===== src/rtl/logic16_arbiter.sv =====
// logic16_arbiter
//   Shares one 16-bit bitwise logic unit (OR/AND/XOR/NOT) between N requesters.
//   Round-robin grant starting at a rotating pointer, valid/ready handshake on
//   both sides, and a registered result tagged with the issuing requester's id.
//   One op per cycle when the response side is not stalled.
//
// Parameters
//   N    number of requesters (2..8)
//   IDW  requester id width, equal to clog2(N)
//
// Ports
//   clk        in   rising-edge clock
//   reset      in   asynchronous active-high reset
//   req_valid  in   [N]      per-requester request valid
//   req_ready  out  [N]      per-requester accept (one-hot or zero, combinational)
//   req_op     in   [2N]     op of requester i at [2i+1:2i]  (00 or, 01 and, 10 xor, 11 not a)
//   req_a      in   [16N]    operand a of requester i at [16i+15:16i]
//   req_b      in   [16N]    operand b of requester i at [16i+15:16i]
//   rsp_valid  out           result valid
//   rsp_ready  in            consumer accepts result
//   rsp_data   out  [16]     result
//   rsp_id     out  [IDW]    index of requester that issued the op
//   grant_cnt  out  [16N]    per-requester accept counters (only with LOGIC16_ARB_GRANT_CNT_EN)
//
// Optional feature macro: LOGIC16_ARB_GRANT_CNT_EN

module logic16_arbiter #(
    parameter int N   = 4,
    parameter int IDW = 2
) (
    input  logic              clk,
    input  logic              reset,
    input  logic [N-1:0]      req_valid,
    output logic [N-1:0]      req_ready,
    input  logic [2*N-1:0]    req_op,
    input  logic [16*N-1:0]   req_a,
    input  logic [16*N-1:0]   req_b,
    output logic              rsp_valid,
    input  logic              rsp_ready,
    output logic [15:0]       rsp_data,
`ifdef LOGIC16_ARB_GRANT_CNT_EN
    output logic [16*N-1:0]   grant_cnt,
`endif
    output logic [IDW-1:0]    rsp_id
);

    localparam int IW1 = IDW + 1;

    typedef enum logic {
        IDLE = 1'b0,
        HOLD = 1'b1
    } state_t;

    state_t          state_r, state_next_s;
    logic [IDW-1:0]  ptr_r, ptr_next_s;
    logic            rsp_valid_r, rsp_valid_next_s;
    logic [15:0]     rsp_data_r, rsp_data_next_s;
    logic [IDW-1:0]  rsp_id_r, rsp_id_next_s;

    logic            can_issue_s;
    logic            grant_found_s;
    logic [IDW-1:0]  grant_id_s;
    logic [IW1-1:0]  idx_s;
    logic [N-1:0]    ready_s;
    logic            accept_s;
    logic [15:0]     result_s;

    function automatic logic [15:0] logic16_op(input logic [1:0]  op,
                                               input logic [15:0] a,
                                               input logic [15:0] b);
        logic [15:0] r;
        case (op)
            2'b00:   r = a | b;
            2'b01:   r = a & b;
            2'b10:   r = a ^ b;
            2'b11:   r = ~a;
            default: r = 16'h0000;
        endcase
        return r;
    endfunction

    // A new op may enter when nothing is held or the held result leaves this cycle.
    always_comb begin
        can_issue_s = (state_r == IDLE) | ((state_r == HOLD) & rsp_ready);
    end

    // Round-robin search: first valid requester at or after ptr, wrapping mod N.
    always_comb begin
        grant_found_s = 1'b0;
        grant_id_s    = {IDW{1'b0}};
        idx_s         = {IW1{1'b0}};
        for (int k = 0; k < N; k++) begin
            idx_s = {1'b0, ptr_r} + IW1'(k);
            if (idx_s >= IW1'(N)) begin
                idx_s = idx_s - IW1'(N);
            end else begin
                idx_s = idx_s;
            end
            if (!grant_found_s && req_valid[idx_s[IDW-1:0]]) begin
                grant_found_s = 1'b1;
                grant_id_s    = idx_s[IDW-1:0];
            end else begin
                grant_found_s = grant_found_s;
            end
        end
    end

    // One-hot ready toward the winner; forced low while reset is asserted.
    always_comb begin
        ready_s = {N{1'b0}};
        if (grant_found_s && can_issue_s && !reset) begin
            ready_s[grant_id_s] = 1'b1;
        end else begin
            ready_s = {N{1'b0}};
        end
    end

    assign req_ready = ready_s;

    // The winner's valid is known high, so a grant while issuable is an accept.
    always_comb begin
        accept_s = grant_found_s & can_issue_s;
        result_s = logic16_op(req_op[2*grant_id_s +: 2],
                              req_a[16*grant_id_s +: 16],
                              req_b[16*grant_id_s +: 16]);
    end

    // Next-state and next-output logic for the response holding register.
    always_comb begin
        state_next_s     = state_r;
        ptr_next_s       = ptr_r;
        rsp_valid_next_s = rsp_valid_r;
        rsp_data_next_s  = rsp_data_r;
        rsp_id_next_s    = rsp_id_r;
        if (accept_s) begin
            state_next_s     = HOLD;
            rsp_valid_next_s = 1'b1;
            rsp_data_next_s  = result_s;
            rsp_id_next_s    = grant_id_s;
            if (grant_id_s == IDW'(N - 1)) begin
                ptr_next_s = {IDW{1'b0}};
            end else begin
                ptr_next_s = grant_id_s + {{(IDW-1){1'b0}}, 1'b1};
            end
        end else begin
            case (state_r)
                IDLE: begin
                    state_next_s = IDLE;
                end
                HOLD: begin
                    // Drained with nothing new: data and id keep their last values.
                    if (rsp_ready) begin
                        state_next_s     = IDLE;
                        rsp_valid_next_s = 1'b0;
                    end else begin
                        state_next_s = HOLD;
                    end
                end
                default: begin
                    state_next_s     = IDLE;
                    rsp_valid_next_s = 1'b0;
                end
            endcase
        end
    end

    // State, pointer and registered response outputs.
    always_ff @(posedge clk or posedge reset) begin
        if (reset) begin
            state_r     <= IDLE;
            ptr_r       <= {IDW{1'b0}};
            rsp_valid_r <= 1'b0;
            rsp_data_r  <= 16'h0000;
            rsp_id_r    <= {IDW{1'b0}};
        end else begin
            state_r     <= state_next_s;
            ptr_r       <= ptr_next_s;
            rsp_valid_r <= rsp_valid_next_s;
            rsp_data_r  <= rsp_data_next_s;
            rsp_id_r    <= rsp_id_next_s;
        end
    end

    assign rsp_valid = rsp_valid_r;
    assign rsp_data  = rsp_data_r;
    assign rsp_id    = rsp_id_r;

`ifdef LOGIC16_ARB_GRANT_CNT_EN
    logic [15:0] cnt_r [N];

    // Per-requester accept counters, wrapping at 16 bits.
    always_ff @(posedge clk or posedge reset) begin
        if (reset) begin
            for (int i = 0; i < N; i++) begin
                cnt_r[i] <= 16'h0000;
            end
        end else begin
            for (int i = 0; i < N; i++) begin
                if (accept_s && (grant_id_s == IDW'(i))) begin
                    cnt_r[i] <= cnt_r[i] + 16'h0001;
                end
            end
        end
    end

    for (genvar g = 0; g < N; g++) begin : g_cnt_out
        assign grant_cnt[16*g +: 16] = cnt_r[g];
    end
`endif

endmodule


===== config.mk =====
export PLATFORM = sky130hd
export DESIGN_NAME = logic16_arbiter
export DESIGN_NICKNAME = d
export VERILOG_FILES = /design/src/rtl/logic16_arbiter.sv
export SDC_FILE = /design/constraint.sdc
export NUM_CORES = 1
export LEC_CHECK = 0
export BUFFER_PORTS_ARGS = -buffer_cell sky130_fd_sc_hd__buf_2
export CAP_MARGIN = 25
export CORE_ASPECT_RATIO = 1.4
export CORE_MARGIN = 8
export CORE_UTILIZATION = 44
export DETAILED_ROUTE_END_ITERATION = 10
export PLACE_DENSITY = 0.78
export SKIP_CTS_REPAIR_TIMING = 1
export SYNTH_ARGS = -nofsm -noshare
export SYNTH_HDL_FRONTEND = slang
export SYNTH_SLANG_ARGS = --single-unit

===== constraint.sdc =====
create_clock -name clk -period 6.4 [get_ports clk]
set_input_delay 1.28 -clock clk [delete_from_list [all_inputs] [get_ports clk]]
set_output_delay 1.28 -clock clk [all_outputs]
set_load 0.02 [all_outputs]

# Yosys cells after proc, flatten, opt, wreduce, memory -nomap -nowiden

Index checks and enable logic that the tools add are counted.

Output and inout bits: 23
Input bits: 143
Logic and storage cells: 83
Register bits after elaboration: 22

Muxes and demuxes: 31
Bitwise logic cells: 8
Equality and inequality tests: 4
$lt $le $gt $ge: 10
Shift operators: 3
Reductions and logical operators: 14
Add/subtract/negate cells: 8

Operator list:

| kind                                                | count |
|---|---|
| indexed part select 64 x 7 -> 16 bit                | 2 |
| case mux 16 bit (4 select lines)                    | 1 |
| 2-to-1 mux 2 bit                                    | 9 |
| bitwise AND 16 bit                                  | 1 |
| inverter 16 bit                                     | 1 |
| bitwise OR 16 bit                                   | 1 |
| bitwise XOR 16 bit                                  | 1 |
| < comparator 2 x 3 -> 1 bit, second input constant  | 5 |
| 2-to-1 mux 1 bit                                    | 14 |
| >= comparator 3 bit, second input constant          | 3 |
| binary-select mux 1 bit (select 2 bit)              | 4 |
| indexed part select 8 x 4 -> 2 bit                  | 1 |
| subtractor 2 x 1 -> 2 bit, second input constant    | 4 |
| adder 2 x 2 -> 3 bit, second input constant         | 2 |
| equality test 2 bit, second input constant          | 3 |
| logical AND 1 bit                                   | 6 |
| zero test 1 bit                                     | 4 |
| 2-to-1 mux 4 bit                                    | 1 |
| nonzero test 2 bit                                  | 2 |
| adder 2 x 1 -> 3 bit, second input constant         | 1 |
| >= comparator 2 x 3 -> 1 bit, second input constant | 1 |
| adder 2 x 1 -> 2 bit, second input constant         | 1 |
| bitwise AND 1 bit                                   | 2 |
| demux 1 bit (select 2 bit)                          | 1 |
| 7 further kinds                                     | 7 |

# Depth between registers and ports, before layout

Gate-level depths: netlist (run 1).

Word-level depth: 19
Gate-level depth with buffers: 14
Depth with buffers taken out: 12

# Worst setup path before layout (run 1)

No wires, ideal clock.

Path type: input port to output port
Start: input port req_valid[2]
End: output port req_ready[2]
Path slack: 2461 ps
Stages: 8
Arrival: 2659 ps
Data required time: 5120 ps
Buffers on the path: 3
Cells stage by stage: nor2b_4 a221oi_4 nor2_4 buf_6 buf_6 buf_2 ha_1 and3_1

Longest elaborated chain between the ends: 17
Elaborated cells between the ends (all ways): 30
Classes of those cells: order compare (2); mux (19); reduce/logical (9)

Ends and longest elaborated chain:

| element                                                                                           | line | source |
|---|---|---|
| start: declaration                                                                                | 33   | `input logic [N-1:0] req_valid,` |
| binary-select mux 1 bit (select 2 bit)                                                            | 99   | `if (!grant_found_s && req_valid[idx_s[IDW-1:0]]) begin` |
| 2-to-1 mux 1 bit (implied by the code)                                                            | 99   |  |
| 2-to-1 mux 1 bit                                                                                  | 99   |  |
| zero test 1 bit                                                                                   | 99   |  |
| logical AND 1 bit                                                                                 | 99   |  |
| 2-to-1 mux 1 bit                                                                                  | 99   |  |
| zero test 1 bit                                                                                   | 99   |  |
| logical AND 1 bit                                                                                 | 99   |  |
| [2 not listed]                                                                                    | --   |  |
| logical AND 1 bit                                                                                 | 99   |  |
| 2-to-1 mux 2 bit (*)                                                                              | 99   |  |
| via grant_id_s[1]                                                                                 | 62   | `logic [IDW-1:0] grant_id_s;` |
| < comparator 2 x 3 -> 1 bit (implied by the code) or >= comparator 2 x 1 -> 1 bit (tied branches) | 112  | `ready_s[grant_id_s] = 1'b1;` |
| logical AND 1 bit (implied by the code)                                                           | 112  |  |
| 2-to-1 mux 1 bit (implied by the code)                                                            | 112  |  |
| demux 1 bit (select 2 bit) (*)                                                                    | 112  |  |
| 2-to-1 mux 4 bit (*)                                                                              | 111  | `if (grant_found_s && can_issue_s && !reset) begin` |
| end: declaration                                                                                  | 34   | `output logic [N-1:0] req_ready,` |

The timed path passes the listed nets; every way through them passes the cells marked *. The select of a mux whose other input is x is not followed.

# Final worst setup path (run 1)

Start: input port req_valid[0]
End: output port req_ready[2]

Longest elaborated chain between the ends: 17
Elaborated cells between the ends (all ways): 30
Classes of those cells: order compare (2); mux (19); reduce/logical (9)

Ends and longest elaborated chain:

| element                                                                                           | line |
|---|---|
| binary-select mux 1 bit (select 2 bit)                                                            | 99 |
| 2-to-1 mux 1 bit (implied by the code)                                                            | 99 |
| 2-to-1 mux 1 bit                                                                                  | 99 |
| zero test 1 bit                                                                                   | 99 |
| logical AND 1 bit                                                                                 | 99 |
| 2-to-1 mux 1 bit                                                                                  | 99 |
| zero test 1 bit                                                                                   | 99 |
| logical AND 1 bit                                                                                 | 99 |
| 2-to-1 mux 1 bit                                                                                  | 99 |
| zero test 1 bit                                                                                   | 99 |
| logical AND 1 bit                                                                                 | 99 |
| 2-to-1 mux 2 bit                                                                                  | 99 |
| < comparator 2 x 3 -> 1 bit (implied by the code) or >= comparator 2 x 1 -> 1 bit (tied branches) | 112 |
| logical AND 1 bit (implied by the code)                                                           | 112 |
| 2-to-1 mux 1 bit (implied by the code)                                                            | 112 |
| demux 1 bit (select 2 bit)                                                                        | 112 |
| 2-to-1 mux 4 bit (*)                                                                              | 111 |

Mark *: on every way between the ends. The rest lies on a longest branch, timed or not. The select of a mux whose other input is x is not followed.

==> results of run 1 <==
==> state kept, by name (all words and copies together) (netlist names) <==
name       flops
rsp_valid      1
rsp_data      16
rsp_id         2
ptr_r          2
state_r        1
==> placed cells by master (no fill, tap or decap), drive strengths merged, types with 17 or more instances in the layout <==
master / n
and2: 17
ha: 36
mux2i: 39
inv: 36
dfrtp: 22
nand2: 90
o211ai: 21
o21ai: 18
buf: 167
a21oi: 22
nand3: 38
==> kinds of logic after synthesis <==
logic type	Yosys count	synth area share
mux	55	0.1751
fa+ha+maj	36	0.1382
simple gates	167	0.2485
buf+inv	65	0.09216
flops	22	0.1690
compound gates	83	0.1770
==> per-stage QoR <==
step	std cells	hold slack, ns	area [um^2]	util	total power [mW]
3_5_place_dp	663	0.4432	4063	0.5590	1.281
2_1_floorplan	428	0.4185	3258	-	1.038
6_report	667	0.4673	4134	0.5688	1.410
4_1_cts	667	0.4553	4134	0.5688	1.419
3_3_place_gp	663	0.4299	4063	0.5590	1.235
5_1_grt	667	0.4861	4134	0.5688	1.554
==> power by group <==
group	leakage, nW	internal, mW	switching (mW)
clock network	0.0357	0.0836	0.0500
registers	0.262	0.198	0.0385
logic	1.97	0.420	0.619
total	2.26	0.702	0.708
==> final cells by class <==
class                   count  area share
multi-input cells         341      0.5841
repair buffers            167      0.2034
flip-flops and latches     22      0.1332
inverters                  36     0.03269
well taps                  97     0.02936
clock buffers               3    0.009988
clock inverters             1    0.007264
==> worst register-to-register path, cell delays in order, from the launching register on <==
cell and delay (ns):
dfrtp_1 0.47, mux2i_1 0.21, o22ai_1 0.13, nor2_4 0.11, buf_4 0.40, nand3_1 0.67, nand2_1 0.78, o21ai_0 0.18
o221ai_1 0.23
==> worst max-delay path by stage <==
stage                       startpoint      endpoint  slack, ns  depth (start not counted)
after CTS                 req_valid[0]  req_ready[2]       1.94                          8
after floorplan           req_valid[2]  req_ready[2]       2.46                          8
after global placement    req_valid[0]  req_ready[3]       2.01                          8
after detailed placement  req_valid[0]  req_ready[2]       1.94                          8
after global routing      req_valid[0]  req_ready[3]       1.77                          8
final                     req_valid[0]  req_ready[2]       1.96                          8
==> routing by layer <==
layer,share of wire,vias to the layer above
met5,0,-
li1,-,1754
met4,0.0095,0
met1,0.38,1558
met3,0.059,9
met2,0.55,111
==> metrics.md, run 1 <==
| Metric | Value |
|---|---|
| CP Class | in -> out |
| Final period utilization | 0.6936 |
| Setup TNS | 0 ns |
| Post-synth top cells | nand2_1, mux2i_1, nand3_1 |
| Clock Tree Buf Depth | 2 |
| Synthesized area | around 3300 um^2 |
| Clk_skew | 0.003016 ns |
| Root Buffer | clkbuf_8 |
| Dpl hpwl | 7.914 mm |
| Core Box Area | approximately 7300 um^2 |
| Via count | around 3400 |
| Antenna Cells | 0 |
| 1st-pass router iterations | 4 |
| CTS tree | done |
| Post-placement worst setup slack | roughly 1.9 ns |
| IO Pins | 166 |
| Grt met2 use | 0.3718 |
| Vias per cell | roughly 5.1 |
| CP bufs+invs | 3 |
| Slowest stage cell, crit path | buf_4 |
| Worst EP required | about 5.1 ns |
| Port Buffer Count | between 150 and 200 |
| First-pass GRT wire length | 17.06 mm |
| Fin worst setup slack | 1.961 ns |
| Slew Viols, Final | 0 |
| Drt total wl | a little over 10 mm |
| GR Layer Usage met3 | 0.01957 |
| Vias in the first global route | approximately 3800 |
| Top cell type's share of synthesized area | 0.1690 |
| Routability cong. | 0.8370 |
| Syn_area_per_cell | 7.612 um^2 |
| Cell Pwr Density | 341.0 nW/um^2 |
| Initial antenna violation count | 0 |
| Synth warn | 0 |
| Rel. slew slack | 0.3802 |
| Crit path max-delay family | buffers and inverters |
| Synth Register Bits | 22 |
| DRC | 0 |
| Met1 usage | 0.2207 |
| Detailed Route Iter0 Violations | between 150 and 200 |
| Initial Util | 0.4483 |
| RSZ-0062 raised after global routing | false |
| Startpoint Class | input pin |
| Routed WL per cell | approximately 15 um |
| GR Overflow Total | 0 |
| Arrival @ worst endpoint | 3.16 ns |
| H-tree Lvls | 1 |
| Synth async-reset ratio | 1.000 |
| Synth unique cells | between 40 and 50 |
| Most used cell, CP | buf_2 |
| Area Overhead vs Synth | 26.88% |
| Final nets | 750 |
| Reg2reg start | ptr_r[1]$_DFFE_PP0P_ |
| Hold Path End | rsp_valid$_DFFE_PP0P_ |
| Synth area leader | dfrtp_1 |
| R2R cell count | 8 |
| Syn Inst Count | about 430 |
| Synthesized Nets | 607 |
| Worst reg2reg path endpoint | rsp_data[7]$_DFFE_PP0P_ |
| Worst Hold Depth | 1 |
| R2R setup slack | 3.13 ns |
| Final setup viols | 0 |
| Fin crit period | 4.439 ns |
| Worst-path cell chain | buf_2, nor2b_1, o21ba_1, nor2_4, buf_4, ha_1, and3_1, buf_2 |
| Top-count cell post-synth | nand2_1 |
| Register area | 550.5 um^2 |
| Worst skew pair latency | around 0.27 ns |
| Clock-pin slew on the worst setup and hold paths | 0.09 ns |
| Clock sinks | 22 |
| P_leak | ~2.3 nW |
| # rows | 37 |
| Max FO, Critical Path | 66 |
| EDFF count, synth | 0 |
| Max cap viols | 0 |
| Final Hold Viols | 0 |
| Grt peak-use layer | met2 |
| Post-synthesis sequential area ratio | 0.1690 |
| Outcome | finished clean |
| Largest net degree at the start of global routing | 67 |
| Ys flop type | dfrtp_1 |
| Hold Crit Class | reg -> reg |
| CP peak stage delay | 0.66 ns |
| Layout fillers | 695 |
| Die height | approximately 120 um |
| CP endpoint kind | primary output |
| Worst vdd ir | 0.1667 mV |
| GRT Util Overall | 0.1974 |
| Min-delay src | state_r$_DFF_PP0_ |
| Die Area | ~10000 um^2 |
| CTS buffer count | 3 |
| Area of the multi-input gates | between 2000 and 2500 um^2 |
| Die Width | approximately 89 um |
| Worst slew pin tran | 0.9287 ns |
| Fraction of layout cells with a size suffix above 1 | 0.3772 |
| Fmax | around 230 MHz |
| Top cells by area, synth | dfrtp_1, ha_1, mux2i_1, nand2_1, nand3_1 |
| DRT antenna net count | 0 |
Note: power is estimated with default switching activity, not from simulation.
==> inputs of run 2 (changes only) <==
- ABC_AREA: not set -> 1
- PLACE_DENSITY: 0.78 -> 0.75
- clock period: 6.4 -> 4.1 ns (I/O delays scaled with it)
==> run 2 against run 1 <==
Sequential share of layout area decreased by 1.7 points. First-iteration DRC count increased by 43%. Largest cell class unchanged. Worst hold slack improved by 0.0056 ns. Critical path depth up 6. Utilization decreased by 1.7 points. Register-to-register slack got worse by 2.6 ns. Synthesized cell count increased by 50%. Clock-buffer cell count is the same. Design area rose by 15%. Flip-flop and latch count unchanged.
==> metrics.md, run 2 <==
| Metric | Value |
|---|---|
| Synth warn | 0 |
| Fraction of layout cells with a size suffix above 1 | 0.3166 |
| Commonest non-fill, non-tap cells in the layout | nand2_1, buf_2, nand3_1 |
| Max cap viols | 0 |
| Post-synth top cells | nand2_1, nand3_1, inv_1 |
| Synthesized area | between 3000 and 4000 um^2 |
| Ys flop type | dfrtp_1 |
| Clk_skew | between 0.002 and 0.0025 ns |
| Top-count cell post-synth | nand2_1 |
| Die height | around 130 um |
| Routed WL per cell | between 10 and 15 um |
| Simple-gate share of the synthesized area | 0.4979 |
| Worst EP required | around 3.3 ns |
| Vias in the first global route | around 4500 |
| CP Class | reg -> out |
| Initial antenna violation count | 0 |
| Fin crit period | ~3.8 ns |
| Final period utilization | 0.9174 |
| Worst slew pin tran | about 0.77 ns |
| Largest family of logic cells by synthesized area | simple AND/OR/NAND/NOR gates |
| Max FO, Critical Path | 38 |
| CP endpoint kind | primary output |
| Die Area | between 10000 and 15000 um^2 |
| DRT antenna net count | 0 |
| GRT Util Overall | 0.1939 |
| Clock Tree Buf Depth | 2 |
| Setup TNS | 0 ns |
| CTS buffer count | 3 |
| Drt total wl | 12.01 mm |
| Max FFs per register | 16 |
| Slowest stage cell, crit path | dfrtp_1 |
| Final setup viols | 0 |
| EDFF count, synth | 0 |
| # rows | 40 |
| Fmax | roughly 270 MHz |
| Compound-Gate Fraction of Synth Area | 0.08953 |
| Dpl hpwl | 9.673 mm |
| Antenna Cells | 0 |
| Syn_area_per_cell | 6.061 um^2 |
| Synth area leader | nand3_1 |
| Synthesized Nets | 820 |
| Top cells by area, synth | nand3_1, nand2_1, dfrtp_1, ha_1, inv_1 |
| H-tree Lvls | 1 |
| Post-synthesis mux area share | 0 |
| Rel. slew slack | 0.4825 |
| Root Buffer | clkbuf_16 |
| Xor and xnor area share after synthesis | 0 |
| Synth Register Bits | 22 |
| GR Overflow Total | 0 |
| Clock sinks | 22 |
| Syn Inst Count | between 600 and 700 |
| Port Buffer Count | 165 |
| Die Width | 95.42 um |
| Synth unique cells | 28 |
| Worst Hold Depth | 2 |
| Final Hold Viols | 0 |
| CP peak stage delay | around 0.54 ns |
| Detailed Route Iter0 Violations | 254 |
| DRC | 0 |
| Final nets | 957 |
| Core Box Area | between 8000 and 9000 um^2 |
| CTS tree | done |
| Synth async-reset ratio | 1.000 |
| Adder-Cell Fraction of Synth Area | 0.1159 |
| Via count | 4539 |
| Vias per cell | a little over 5 |
| Commonest non-fill, non-tap cell in the layout | nand2_1 |
| Top cell type's share of synthesized area | 0.1700 |
| Arrival @ worst endpoint | ~3 ns |
| Worst-path cell chain | inv_2, nand2_1, nand2_4, nand2_1, nand2_1, nor2_1, nor2_2, nand2_4, nand2_4, clkinv_2, ha_1, inv_1, nor2_1, buf_2 |
| Post-synthesis sequential area ratio | 0.1417 |
| Hold Crit Class | reg -> reg |
| Clock-pin slew on the worst setup and hold paths | approximately 0.060 ns |
| Outcome | finished clean |
| Initial Util | 0.4513 |
| Routability cong. | 0.9229 |
| 1st-pass router iterations | 5 |
| Startpoint Class | register |
| IO Pins | ~170 |
| R2R cell count | 17 |
| Largest net degree at the start of global routing | 77 |
| Worst skew pair latency | around 0.25 ns |
| First-pass GRT wire length | between 15 and 20 mm |
| RSZ-0062 raised after global routing | false |
| Area Overhead vs Synth | 22.35% |
| Slew Viols, Final | 0 |
## run 2: final timing paths
| check | slack, ns | endpoint | startpoint |
|---|---|---|---|
| worst max-delay path | 0.34 | req_ready[1] | ptr_r[0]$_DFFE_PP0P_ |
| worst min-delay path | 0.47 | rsp_data[15]$_DFFE_PP0P_ | rsp_data[15]$_DFFE_PP0P_ |
| min in group asynchronous | 0.59 | rsp_data[14]$_DFFE_PP0P_ | reset |
| worst min register to register | 0.47 | rsp_data[15]$_DFFE_PP0P_ | rsp_data[15]$_DFFE_PP0P_ |
| worst max register to register | 0.52 | rsp_data[14]$_DFFE_PP0P_ | ptr_r[0]$_DFFE_PP0P_ |
| max in group asynchronous | 3.29 | rsp_data[15]$_DFFE_PP0P_ | reset |
## run 2: per-stage QoR
stage	area [um^2]	hold WS [ns]	util	std cells	setup slack, ns
global route	4753	0.4964	0.5522	882	0.04627
global placement	4647	0.4622	0.5398	878	0.4361
finish	4753	0.4730	0.5522	882	0.3387
detailed placement	4647	0.4621	0.5398	878	0.3732
CTS	4752	0.4775	0.5520	882	0.2492
floorplan	3885	0.4678	-	641	0.8247
## run 2: per-layer routing
metal,GRT usage,part of all wire
met3,0.02345,0.057
met2,0.3404,0.49
met4,0.08084,0.035
met5,0,0
met1,0.2281,0.42
## run 2: cell families (layout without fill, tap and decap cells)
group / count (synthesis) / after routing
and+or+nand+nor: 415 / 415
buffers and inverters: 131 / 267
AOI/OAI and AO/OA: 37 / 37
adders and majority gates: 36 / 36
DFF: 22 / 22
## run 2: area by class of cell
type | instances | area [um^2]
inverters | 91 | 342.8
flip-flops and latches | 22 | 550.5
fillers | 878 | 3855
clock inverters | 1 | 30.03
well taps | 105 | 131.4
repair buffers | 172 | 890.9
clock buffers | 3 | 75.07
multi-input cells | 488 | 2733
## run 2: worst max-delay path, delay by kind of cell (launching register included)
family        cells  cell delay (ns)
fa+ha+maj         1             0.37
flops             1             0.54
simple gates      9             1.00
buf+inv           4             0.77
Power of run 2 is left out: the tool's default activity adds up to more than one toggle a clock period on the data nets, which glitch-free logic cannot reach.
